### src/rtl/regwb_queue.sv
// regwb_queue: in-order writeback commit queue feeding the register file write port.
// Source A (ALU) has strict priority over source B (mul/div/load); one enqueue and
// one dequeue per clock at most. Writes to r0 are handshaked then dropped.
// Optional feature macro: REGWB_FWD_EN adds fwd_hit_A/B and fwd_data_A/B outputs.
module regwb_queue #(
  parameter int DEPTH = 4
) (
  input  logic                    clk,
  input  logic                    rst_n,
  input  logic                    a_valid,
  output logic                    a_ready,
  input  logic [4:0]              a_addr,
  input  logic [31:0]             a_data,
  input  logic                    b_valid,
  output logic                    b_ready,
  input  logic [4:0]              b_addr,
  input  logic [31:0]             b_data,
  output logic                    should_write,
  output logic [31:0]             write_address,
  output logic [31:0]             write_data,
  input  logic [4:0]              query_addr_A,
  input  logic [4:0]              query_addr_B,
  output logic                    hazard_A,
  output logic                    hazard_B,
  output logic [$clog2(DEPTH):0]  count
`ifdef REGWB_FWD_EN
  ,
  output logic                    fwd_hit_A,
  output logic                    fwd_hit_B,
  output logic [31:0]             fwd_data_A,
  output logic [31:0]             fwd_data_B
`endif
);

  localparam int AW = $clog2(DEPTH);
  localparam int CW = AW + 1;

  logic [4:0]    mem_addr [DEPTH];
  logic [31:0]   mem_data [DEPTH];
  logic [AW-1:0] wr_ptr;
  logic [AW-1:0] rd_ptr;
  logic [4:0]    out_addr;
  logic          full;
  logic          enq;
  logic          deq;
  logic [4:0]    in_addr;
  logic [31:0]   in_data;
  logic [AW-1:0] slot;
  logic          qhit_a;
  logic          qhit_b;
  logic [31:0]   qdata_a;
  logic [31:0]   qdata_b;

  assign write_address = {27'b0, out_addr};

  // Handshake, source selection and enqueue/dequeue decisions from pre-edge state
  always_comb begin
    full    = (count == CW'(DEPTH));
    a_ready = rst_n & ~full;
    b_ready = rst_n & ~full & ~a_valid;
    in_addr = a_valid ? a_addr : b_addr;
    in_data = a_valid ? a_data : b_data;
    enq     = ((a_valid & a_ready) | (b_valid & b_ready)) & (in_addr != '0);
    deq     = (count != '0);
  end

  // Scan occupied slots oldest to youngest; later matches overwrite so the youngest wins
  always_comb begin
    slot    = '0;
    qhit_a  = 1'b0;
    qhit_b  = 1'b0;
    qdata_a = '0;
    qdata_b = '0;
    for (int unsigned i = 0; i < DEPTH; i++) begin
      slot = rd_ptr + AW'(i);
      if (CW'(i) < count) begin
        if (mem_addr[slot] == query_addr_A) begin
          qhit_a  = 1'b1;
          qdata_a = mem_data[slot];
        end
        if (mem_addr[slot] == query_addr_B) begin
          qhit_b  = 1'b1;
          qdata_b = mem_data[slot];
        end
      end
    end
    hazard_A = (query_addr_A != '0) &
               (qhit_a | (should_write & (out_addr == query_addr_A)));
    hazard_B = (query_addr_B != '0) &
               (qhit_b | (should_write & (out_addr == query_addr_B)));
  end

`ifdef REGWB_FWD_EN
  // Forwarded value: queued youngest match first, else the entry being written now
  always_comb begin
    fwd_hit_A  = hazard_A;
    fwd_hit_B  = hazard_B;
    fwd_data_A = '0;
    fwd_data_B = '0;
    if (hazard_A) fwd_data_A = qhit_a ? qdata_a : write_data;
    if (hazard_B) fwd_data_B = qhit_b ? qdata_b : write_data;
  end
`endif

  // Entry storage; no reset needed since occupancy is tracked by count
  always_ff @(posedge clk) begin
    if (enq) begin
      mem_addr[wr_ptr] <= in_addr;
      mem_data[wr_ptr] <= in_data;
    end
  end

  // Pointers, occupancy and the registered write port
  always_ff @(posedge clk or negedge rst_n) begin
    if (!rst_n) begin
      wr_ptr       <= '0;
      rd_ptr       <= '0;
      count        <= '0;
      should_write <= 1'b0;
      out_addr     <= '0;
      write_data   <= '0;
    end else begin
      if (enq) wr_ptr <= wr_ptr + 1'b1;
      if (deq) begin
        should_write <= 1'b1;
        out_addr     <= mem_addr[rd_ptr];
        write_data   <= mem_data[rd_ptr];
        rd_ptr       <= rd_ptr + 1'b1;
      end else begin
        should_write <= 1'b0;
      end
      case ({enq, deq})
        2'b10:   count <= count + 1'b1;
        2'b01:   count <= count - 1'b1;
        default: count <= count;
      endcase
    end
  end

endmodule

### config.mk
export PLATFORM = sky130hd
export DESIGN_NAME = regwb_queue
export DESIGN_NICKNAME = d
export VERILOG_FILES = /design/src/rtl/regwb_queue.sv
export SDC_FILE = /design/constraint.sdc
export NUM_CORES = 1
export LEC_CHECK = 0
export BUFFER_PORTS_ARGS = -buffer_cell sky130_fd_sc_hd__buf_2
export CORE_MARGIN = 5
export CORE_UTILIZATION = 62
export CTS_BUF_LIST = sky130_fd_sc_hd__clkbuf_8
export DETAILED_ROUTE_END_ITERATION = 7
export PLACE_DENSITY = 0.95
export SETUP_SLACK_MARGIN = 0.1
export SYNTH_ARGS = -nofsm -noshare
export SYNTH_HDL_FRONTEND = slang
export SYNTH_SLANG_ARGS = --single-unit
export TNS_END_PERCENT = 10
### constraint.sdc
create_clock -name clk -period 4.45 [get_ports clk]
set_clock_uncertainty 0.05 [all_clocks]
set_input_delay 0.89 -clock clk [delete_from_list [all_inputs] [get_ports clk]]
set_output_delay 0.89 -clock clk [all_outputs]
set_load 0.03 [all_outputs]
==> results of run 1 <==
worst paths after layout:
kind	startpoint	end	slack, ns
worst max-delay path	rd_ptr[0]	hazard_A	0.61
worst min-delay path	write_data[31]	write_data[31]	0.46
worst max register to register	count[0]	mem_data[3][16]	1.26
worst min register to register	write_data[31]	write_data[31]	0.46
max in group asynchronous	rst_n	rd_ptr[0]	3.22
min in group asynchronous	rst_n	write_data[24]	0.60
final cells by class:
class	count	area (µm²)
clock buffer	19	262
clock inverter	13	159
fill	828	4030
inverter	7	26.3
multi-input combinational	272	3020
sequential	193	5580
tap	180	225
timing repair buffer	136	691
cells by family (layout without fill, tap and decap cells):
kind of cell | count (synthesis) | count (layout) | synth area share, %
xor gates and xnor gates | 54 | 54 | 5.33
and+or+nand+nor | 40 | 40 | 2.48
muxes | 129 | 129 | 23.0
AOI/OAI and AO/OA | 13 | 13 | 0.761
adders and majority gates | 9 | 9 | 1.27
buffers and inverters | 65 | 175 | 4.41
other | 1 | 27 | 0.0422
DFF | 193 | 193 | 62.7
worst reg2reg max path: cells and delay by family, from the launching register on:
family / cells / cell delay, ns
adders and majority gates: 1 / 0.27
DFF: 1 / 0.48
buffers and inverters: 1 / 0.12
and+or+nand+nor: 1 / 0.93
AOI/OAI and AO/OA: 3 / 0.92
per-layer routing:
metal / wire (µm) / vias up / share of wire [%] / global-route usage [%]
li1: - / 2128 / - / -
met1: 6530 / 2464 / 37 / 27.1
met2: 9350 / 248 / 53 / 38.5
met3: 1240 / 47 / 7.0 / 5.19
met4: 527 / 0 / 3.0 / 8.80
met5: 0 / - / 0 / 0
through the flow:
step / cells / util (%) / power [mW] / hold WS, ns
final: 820 / 71.2 / 6.51 / 0.460
after global routing: 820 / 71.2 / 6.85 / 0.481
after CTS: 820 / 71.2 / 6.56 / 0.465
after detailed placement: 788 / 68.2 / 5.39 / 0.441
after global placement: 788 / 68.2 / 5.24 / 0.438
after floorplan: 530 / - / 4.76 / 0.530
report_power, final:
group	internal (mW)	total [mW]	switching [mW]
Sequential	2.41	2.73	0.316
Clock	0.586	1.17	0.581
Combinational	1.19	2.62	1.43
registers in the layout (all words and copies together), names as in the netlist:
name / flops
write_data: 32
should_write: 1
mem_data: 128
wr_ptr: 2
mem_addr: 20
count: 3
out_addr: 5
rd_ptr: 2
layout by cell type (no fill, tap or decap), drive strengths merged, types with 5 or more instances in the layout:
cell type  instances
mux2              74
ha                 9
clkinv             5
dfrtp             45
nand4              7
edfxtp           148
nor4               6
nor3               6
nor2               5
inv               10
clkbuf            19
conb              27
nand2              5
xor2              16
xnor2             38
buf              136
o21ai              7
a21oi              5
mux4              51
synth_stat cells (4+ instances only):
cell and n:
a21oi_1 5, and2_1 4, buf_1 7, buf_2 4, buf_4 29, clkbuf_1 14, dfrtp_1 45, edfxtp_1 148
ha_1 9, inv_1 7, mux2_2 74, mux2i_1 4, mux4_1 5, mux4_2 46, nand2_1 5, nand4_1 7
nor2_1 5, nor3_1 6, nor4_1 6, o21ai_0 5, xnor2_1 38, xor2_1 16
==> out/metrics.cfg, run 1 <==
[global_route]
grt_antenna_before_repair = 0
grt_pass1_vias = 5268
grt-ovfl-total = 0
grt_pass1_wl_um = 27900
grt_max_degree = 46
grt_use_total_pct = 22.2

[critical_path]
end_kind = output port
cp-start-kind = flip-flop
crit_cells = 7
timing.critical_path.slowest_stage_cell = dfrtp_4
cp_cell_sequence = mux4_2 -> xnor2_1 -> nand4_1 -> nor4b_1 -> nor4_1 -> a21oi_1 -> buf_2
cpPeakStageDelay_ns = 0.70
worstRegToRegCells = 6
crit_type = flip-flop to output port
crit_required_ns = 3.51
worstPathArrival_ns = 2.90
cp_num_buf_inv = 1
cp_max_fo = 26
crit_family = flip-flops

[clock_tree]
cts.sinks = 193
cts_root_buffer = clkbuf_8
clk_pin_slew_ns = 0.09
cts-hold-fix-buffers = 0
cts_setup_buffers = 0
cts_max_path_buffers = 2
worstSkewPairLatency_ns = 0.45
cts_buffers = 17
htreeDepth = 4
cts_tree = yes
ctsResizeCount = 0

[worst_hold_path]
hold_depth = 1
hold_class = flip-flop to flip-flop

[run_status]
status = complete, no violations

[floorplan]
rows = 43
start_util_pct = 63.5
dieWidth_um = 130
coreArea_mm2 = 0.0140
die_h_um = 130
die_area_mm2 = 0.0168
io_pins = 160

[place]
hpwl_um = 12000
pre_cts_slack_ns = 1.11
port_buffers = 132
gp_congestion = 0.901
placed_area_mm2 = 0.00954

[power_and_ir_drop]
power_density_mw_per_mm2 = 653
p_leak_nw = 3.72
peakVddDrop_mv = 0.404

[synth]
syn_inst = 504
synth_ff_type = edfxtp_1
synthTopCellsByArea = edfxtp_1 50%, dfrtp_1 13%, mux4_2 12%
synth.distinct_cells = 32
syn_area_per_cell_um2 = 17.6
seq_area_frac_synth_pct = 62.7
netlist.top_cell.by_area = edfxtp_1
synth.cell_area_mm2 = 0.00888
yosysWarnings = 0
synth-edff-count = 148
synth_top_area_share_pct = 50.0
yosys_register_bits = 193
synth-async-reset-ratio_pct = 23.3

[run]
max_cap_viol_count = 0

[detailed_routing]
firstDrtPassIters = 5
remaining_drc_errors = 0
routed_wl_um = 17600
vias = 4887
ant_nets = 0
viasPerCell = 5.96
wl_per_cell_um = 21.5
drtIter0Drc = 255

[sta]
tns_ns = 0
relSlewSlack_pct = 21.4
min_period_over_period_pct = 86.4
tightest_slew_ns = 1.18
max_clock_freq_mhz = 260
fin_ws_ns = 0.606
setup_viol = 0
final-max-slew-violation-count = 0
hold_violations = 0
rsz0062_at_grt = false
period_needed_ns = 3.84

[layout]
nets = 724
drive_gt1_share_pct = 45.9
num_antenna_cells = 0
design_area_mm2 = 0.00996
areaGrowthSynthToFinish_pct = 12.2

Power figures use the tool's default switching activity.
==> run 2, diff against run 1 <==
--- a/config.mk
+++ b/config.mk
@@ -7,10 +7,10 @@
 export LEC_CHECK = 0
 export BUFFER_PORTS_ARGS = -buffer_cell sky130_fd_sc_hd__buf_2
 export CORE_MARGIN = 5
-export CORE_UTILIZATION = 62
+export CORE_UTILIZATION = 52
 export CTS_BUF_LIST = sky130_fd_sc_hd__clkbuf_8
 export DETAILED_ROUTE_END_ITERATION = 7
-export PLACE_DENSITY = 0.95
+export PLACE_DENSITY = 0.86
 export SETUP_SLACK_MARGIN = 0.1
 export SYNTH_ARGS = -nofsm -noshare
 export SYNTH_HDL_FRONTEND = slang
==> constraint.sdc (replaced) <==
create_clock -name clk -period 3.4 [get_ports clk]
set_clock_uncertainty 0.05 [all_clocks]
set_input_delay 0.68 -clock clk [delete_from_list [all_inputs] [get_ports clk]]
set_output_delay 0.68 -clock clk [all_outputs]
set_load 0.03 [all_outputs]
==> run 2 against run 1 <==
Compared with the run above:
- utilization fell by 9.5 points
- global-route usage is 2.1 points lower
- first-iteration DRC count grew 50%
- register-to-register slack lost 0.65 ns
- critical path type unchanged
- largest power group is now combinational logic
==> out/metrics.cfg, run 2 (synthesis gave the netlist of run 1 again) <==
[clock_tree]
htreeDepth = 4
clk_pin_slew_ns = 0.09
worstSkewPairLatency_ns = 0.46
cts_tree = yes
cts_buffers = 17
cts.sinks = 193
cts_max_path_buffers = 2
cts-hold-fix-buffers = 0
cts_root_buffer = clkbuf_8

[detailed_routing]
routed_wl_um = 19200
vias = 4928
ant_nets = 0
viasPerCell = 5.59
wl_met3_um = 1060
highest_layer = met4
remaining_drc_errors = 0
routed-wl-met2_um = 10500
drtIter0Drc = 383
firstDrtPassIters = 4
wl_per_cell_um = 21.8
wl_met1_um = 7260

[critical_path]
reg2reg_from = count[0]
cp_max_fo = 7
timing.critical_path.slowest_stage_cell = dfrtp_4
crit_family = buffers and inverters
cp_common_cell = buf_12
cp_num_buf_inv = 4
crit_type = flip-flop to output port
crit_required_ns = 2.67
cp_cell_sequence = buf_12 -> buf_12 -> buf_12 -> mux2i_1 -> mux2_2 -> nor2_1 -> nor4b_2 -> nor4_1 -> a21oi_1 -> buf_4
crit_path_start = rd_ptr[0]
cp-start-kind = flip-flop
reg2reg_to = mem_data[0][16]
worstPathArrival_ns = 2.61
cpPeakStageDelay_ns = 0.51
worstRegToRegCells = 6
end_kind = output port
r2r_slack_ns = 0.61

[sta]
relSlewSlack_pct = 33.3
whs_ns = 0.403
final-max-slew-violation-count = 0
hold_violations = 0
max_clock_freq_mhz = 300
min_period_over_period_pct = 98.2
rsz0062_at_grt = true
period_needed_ns = 3.34
setup_viol = 0
tightest_slew_ns = 1.00

[layout]
reg_top3 = mem_data: 128 flops, write_data: 32 flops, mem_addr: 20 flops
layout_commonest_cell = edfxtp_1
nets = 745
drive_gt1_share_pct = 49.8
areaGrowthSynthToFinish_pct = 15.7
design_area_mm2 = 0.0103
fin_cells = 881
largest_reg_flops = 128
final_cell_mix = 148 x edfxtp_1, 130 x buf_2, 74 x mux2_2, 51 x mux4_2, 43 x dfrtp_1
fill_cells = 1229
largest_register = mem_data
num_antenna_cells = 0

[power_and_ir_drop]
power.share.sequential_pct = 39.5
power_density_mw_per_mm2 = 865
pwr-share-comb_pct = 43.4
pwr-share-clk_pct = 17.1
peakVddDrop_mv = 0.427
power.internal_mw = 5.71
switchingPower_mw = 3.17
switching_share_pct = 35.7
p_leak_nw = 3.84

[global_route]
grt_pass1_vias = 5482
grt_antenna_before_repair = 0
grt_max_degree = 46
grt_pass1_wl_um = 30200
grt-ovfl-total = 0
grt_use_total_pct = 20.1

[floorplan]
coreArea_mm2 = 0.0166
die_h_um = 141
start_util_pct = 53.4
dieWidth_um = 141
rows = 47
io_pins = 160
die_area_mm2 = 0.0198

[place]
dp.cells = 834
hpwl_um = 13000
port_buffers = 132
gp_congestion = 0.941
placed_area_mm2 = 0.00964

[worst_hold_path]
hold_class = primary input to asynchronous set/reset pin

[run_status]
status = complete, no violations

[run]
max_cap_viol_count = 0

run 2: how the worst max path moves through the flow:
stage                endpoint  slack (ns)  cells past startpoint
6_report             hazard_B        0.06                     10
2_1_floorplan  mem_addr[0][0]        0.34                      6
3_5_place_dp         hazard_B        0.25                      7
4_1_cts              hazard_B        0.06                      9
5_1_grt              hazard_A       -0.09                      9
3_3_place_gp         hazard_B        0.32                      7
run 2: power by group through the flow:
stage / clock network [mW] / logic (mW) / registers, mW
floorplan: 0 / 2.33 / 3.90
CTS: 1.55 / 3.85 / 3.50
global placement: 0 / 3.40 / 3.57
detailed placement: 0 / 3.50 / 3.62
finish: 1.52 / 3.86 / 3.50
global route: 1.65 / 4.14 / 3.56
run 2: what timing repair did:
item / in CTS / in global routing
endpoints found under the setup margin: 2 / 2
pin swaps: 8 / 3
resized for setup: 20 / 4
setup buffers: 14 / 1
run 2: stage by stage:
stage	setup WS, ns	power, mW	util (%)	TNS (ns)
floorplan	0.343	6.23	-	0
global placement	0.317	6.97	57.9	0
detailed placement	0.250	7.12	57.9	0
CTS	0.0556	8.90	61.5	0
global route	-0.0885	9.35	61.7	-0.172
finish	0.0622	8.88	61.7	0
run 2: area by class of cell:
class | count | area [µm²] | area share (%)
Sequential cell | 193 | 5580 | 54.3
Multi-Input combinational cell | 272 | 3080 | 30.0
Timing Repair Buffer | 157 | 903 | 8.80
Tap cell | 220 | 275 | 2.68
Clock buffer | 19 | 262 | 2.55
Clock inverter | 13 | 146 | 1.43
Inverter | 7 | 26.3 | 0.256
run 2: worst register-to-register path, delay by kind of cell, from the launching register on:
family	cells	cell delay (ns)
and+or+nand+nor	1	0.87
DFF	1	0.48
buffers and inverters	1	0.12
AOI/OAI and AO/OA	3	0.60
adders and majority gates	1	0.26
run 2: routing by layer:
metal,track usage (%),vias up
met5,0,-
met1,24.5,2544
met3,3.89,34
met2,35.6,188
li1,-,2162
met4,7.65,0
==> run 3, diff against run 2 <==
--- a/config.mk
+++ b/config.mk
@@ -7,10 +7,10 @@
 export LEC_CHECK = 0
 export BUFFER_PORTS_ARGS = -buffer_cell sky130_fd_sc_hd__buf_2
 export CORE_MARGIN = 5
-export CORE_UTILIZATION = 52
+export CORE_UTILIZATION = 62
 export CTS_BUF_LIST = sky130_fd_sc_hd__clkbuf_8
 export DETAILED_ROUTE_END_ITERATION = 7
-export PLACE_DENSITY = 0.86
+export PLACE_DENSITY = 0.95
 export SETUP_SLACK_MARGIN = 0.1
 export SYNTH_ARGS = -nofsm -noshare
 export SYNTH_HDL_FRONTEND = slang
==> constraint.sdc (replaced) <==
create_clock -name clk -period 4.3 [get_ports clk]
set_clock_uncertainty 0.05 [all_clocks]
set_input_delay 0.86 -clock clk [delete_from_list [all_inputs] [get_ports clk]]
set_output_delay 0.86 -clock clk [all_outputs]
set_load 0.03 [all_outputs]
==> run 3 against run 2 <==
Compared with the run above:
- first-iteration DRC count decreased by 31%
- sequential power decreased by 19%
- routed wire length decreased by 10%
- register-to-register slack improved by 0.47 ns
- cell area decreased by 3.8%
- final cell count decreased by 6.9%
- critical path type unchanged
- highest routed layer unchanged
==> out/metrics.cfg, run 3 (synthesis gave the netlist of run 1 again) <==
[power_and_ir_drop]
pwr-share-comb_pct = 41.0
power.internal_mw = 4.16
power_density_mw_per_mm2 = 662
pwr-share-clk_pct = 15.8
switching_share_pct = 36.3
switchingPower_mw = 2.37
totalPowerFinal_mw = 6.54
p_leak_nw = 3.69
power.share.sequential_pct = 43.2
peakVddDrop_mv = 0.370

[layout]
areaGrowthSynthToFinish_pct = 11.3
final_cell_mix = 148 x edfxtp_1, 132 x buf_2, 74 x mux2_2, 46 x mux4_2, 43 x dfrtp_1
layout_commonest_cell = edfxtp_1
drive_gt1_share_pct = 45.0
fin_cells = 820
nets = 724
fin_util_pct = 70.6
largest_reg_flops = 128
reg_top3 = mem_data: 128 flops, write_data: 32 flops, mem_addr: 20 flops
largest_register = mem_data
design_area_mm2 = 0.00988
num_antenna_cells = 0

[clock_tree]
htreeDepth = 4
cts_setup_buffers = 0
cts_root_buffer = clkbuf_8
ctsResizeCount = 0
cts.sinks = 193
clk_pin_slew_ns = 0.09
cts-hold-fix-buffers = 0
cts_buffers = 17
cts_tree = yes
cts_max_path_buffers = 2
worstSkewPairLatency_ns = 0.46

[critical_path]
crit_required_ns = 3.39
worstPathArrival_ns = 2.85
cp-start-kind = flip-flop
end_kind = output port
timing.critical_path.slowest_stage_cell = dfrtp_4
cp_max_fo = 26
cp_cell_sequence = mux4_2 -> xnor2_1 -> nand4_1 -> nor4b_1 -> nor4_1 -> a21oi_1 -> buf_2
cp_num_buf_inv = 1
crit_type = flip-flop to output port
cpPeakStageDelay_ns = 0.69
crit_family = flip-flops

[detailed_routing]
drtIter0Drc = 266
vias = 4790
firstDrtPassIters = 4
routed_wl_um = 17200
viasPerCell = 5.84
remaining_drc_errors = 0
ant_nets = 0
wl_per_cell_um = 21.0

[sta]
relSlewSlack_pct = 24.6
min_period_over_period_pct = 87.4
period_needed_ns = 3.76
final-max-slew-violation-count = 0
tightest_slew_ns = 1.13
tns_ns = 0
whs_ns = 0.456
setup_viol = 0
fin_ws_ns = 0.544
hold_violations = 0
rsz0062_at_grt = false
max_clock_freq_mhz = 266

[floorplan]
rows = 43
die_area_mm2 = 0.0168
dieWidth_um = 130
die_h_um = 130
coreArea_mm2 = 0.0140
io_pins = 160
start_util_pct = 63.5

[global_route]
grt_pass1_wl_um = 26800
grt_antenna_before_repair = 0
grt-ovfl-total = 0
grt_use_total_pct = 21.4
grt_max_degree = 46
grt_pass1_vias = 4988

[place]
hpwl_um = 11800
port_buffers = 132
gp_congestion = 0.897
dp.cells = 788
placed_area_mm2 = 0.00954
pre_cts_slack_ns = 0.902

[run_status]
status = complete, no violations

[run]
max_cap_viol_count = 0

[worst_hold_path]
hold_class = flip-flop to flip-flop

==> run 3: changes by cell type in the layout (fill, tap and decap cells not counted), sizes merged <==
cell / before / now
clkinvlp: 3 / 1
clkinv: 2 / 8
bufinv: 3 / 1
buf: 157 / 136
clkbuf: 19 / 17
==> run 3: worst register-to-register path: cells and delay by family (launching register included) <==
kind | cells | cell delay, ns
flops | 1 | 0.47
simple gates | 1 | 0.92
compound gates | 3 | 1.01
buf+inv | 1 | 0.12
fa+ha+maj | 1 | 0.27
==> run 3: power groups by stage <==
stage	Combinational, mW	Clock, mW	Sequential [mW]
final	2.68	1.03	2.82
after global routing	2.87	1.14	2.88
after CTS	2.71	1.05	2.83
after detailed placement	2.69	0	2.87
after global placement	2.61	0	2.82
after floorplan	1.84	0	3.09
==> run 3: path summary, 6_finish.rpt <==
path	end	cells past startpoint	start	slack (ns)
setup / recovery	hazard_B	7	rd_ptr[0]	0.54
hold / removal	write_data[31]	1	write_data[31]	0.46
setup reg to reg	mem_data[0][27]	6	count[0]	1.08
hold reg to reg	write_data[31]	1	write_data[31]	0.46
max in group asynchronous	rd_ptr[0]	2	rst_n	3.16
min in group asynchronous	write_data[27]	2	rst_n	0.53
==> run 3: layer usage <==
layer	up-vias	track usage (%)	part of all wire, %
li1	2126	-	-
met1	2462	26.5	38
met2	181	37.8	54
met3	21	5.03	6.3
met4	0	6.54	1.3
met5	-	0	0
==> run 3: layout make-up <==
cell class | instances | area (µm²)
flip-flops and latches | 193 | 5580
fillers | 835 | 4110
multi-input cells | 272 | 3020
inverters | 7 | 26.3
clock inverters | 15 | 105
well taps | 180 | 225
clock buffers | 17 | 234
repair buffers | 136 | 691
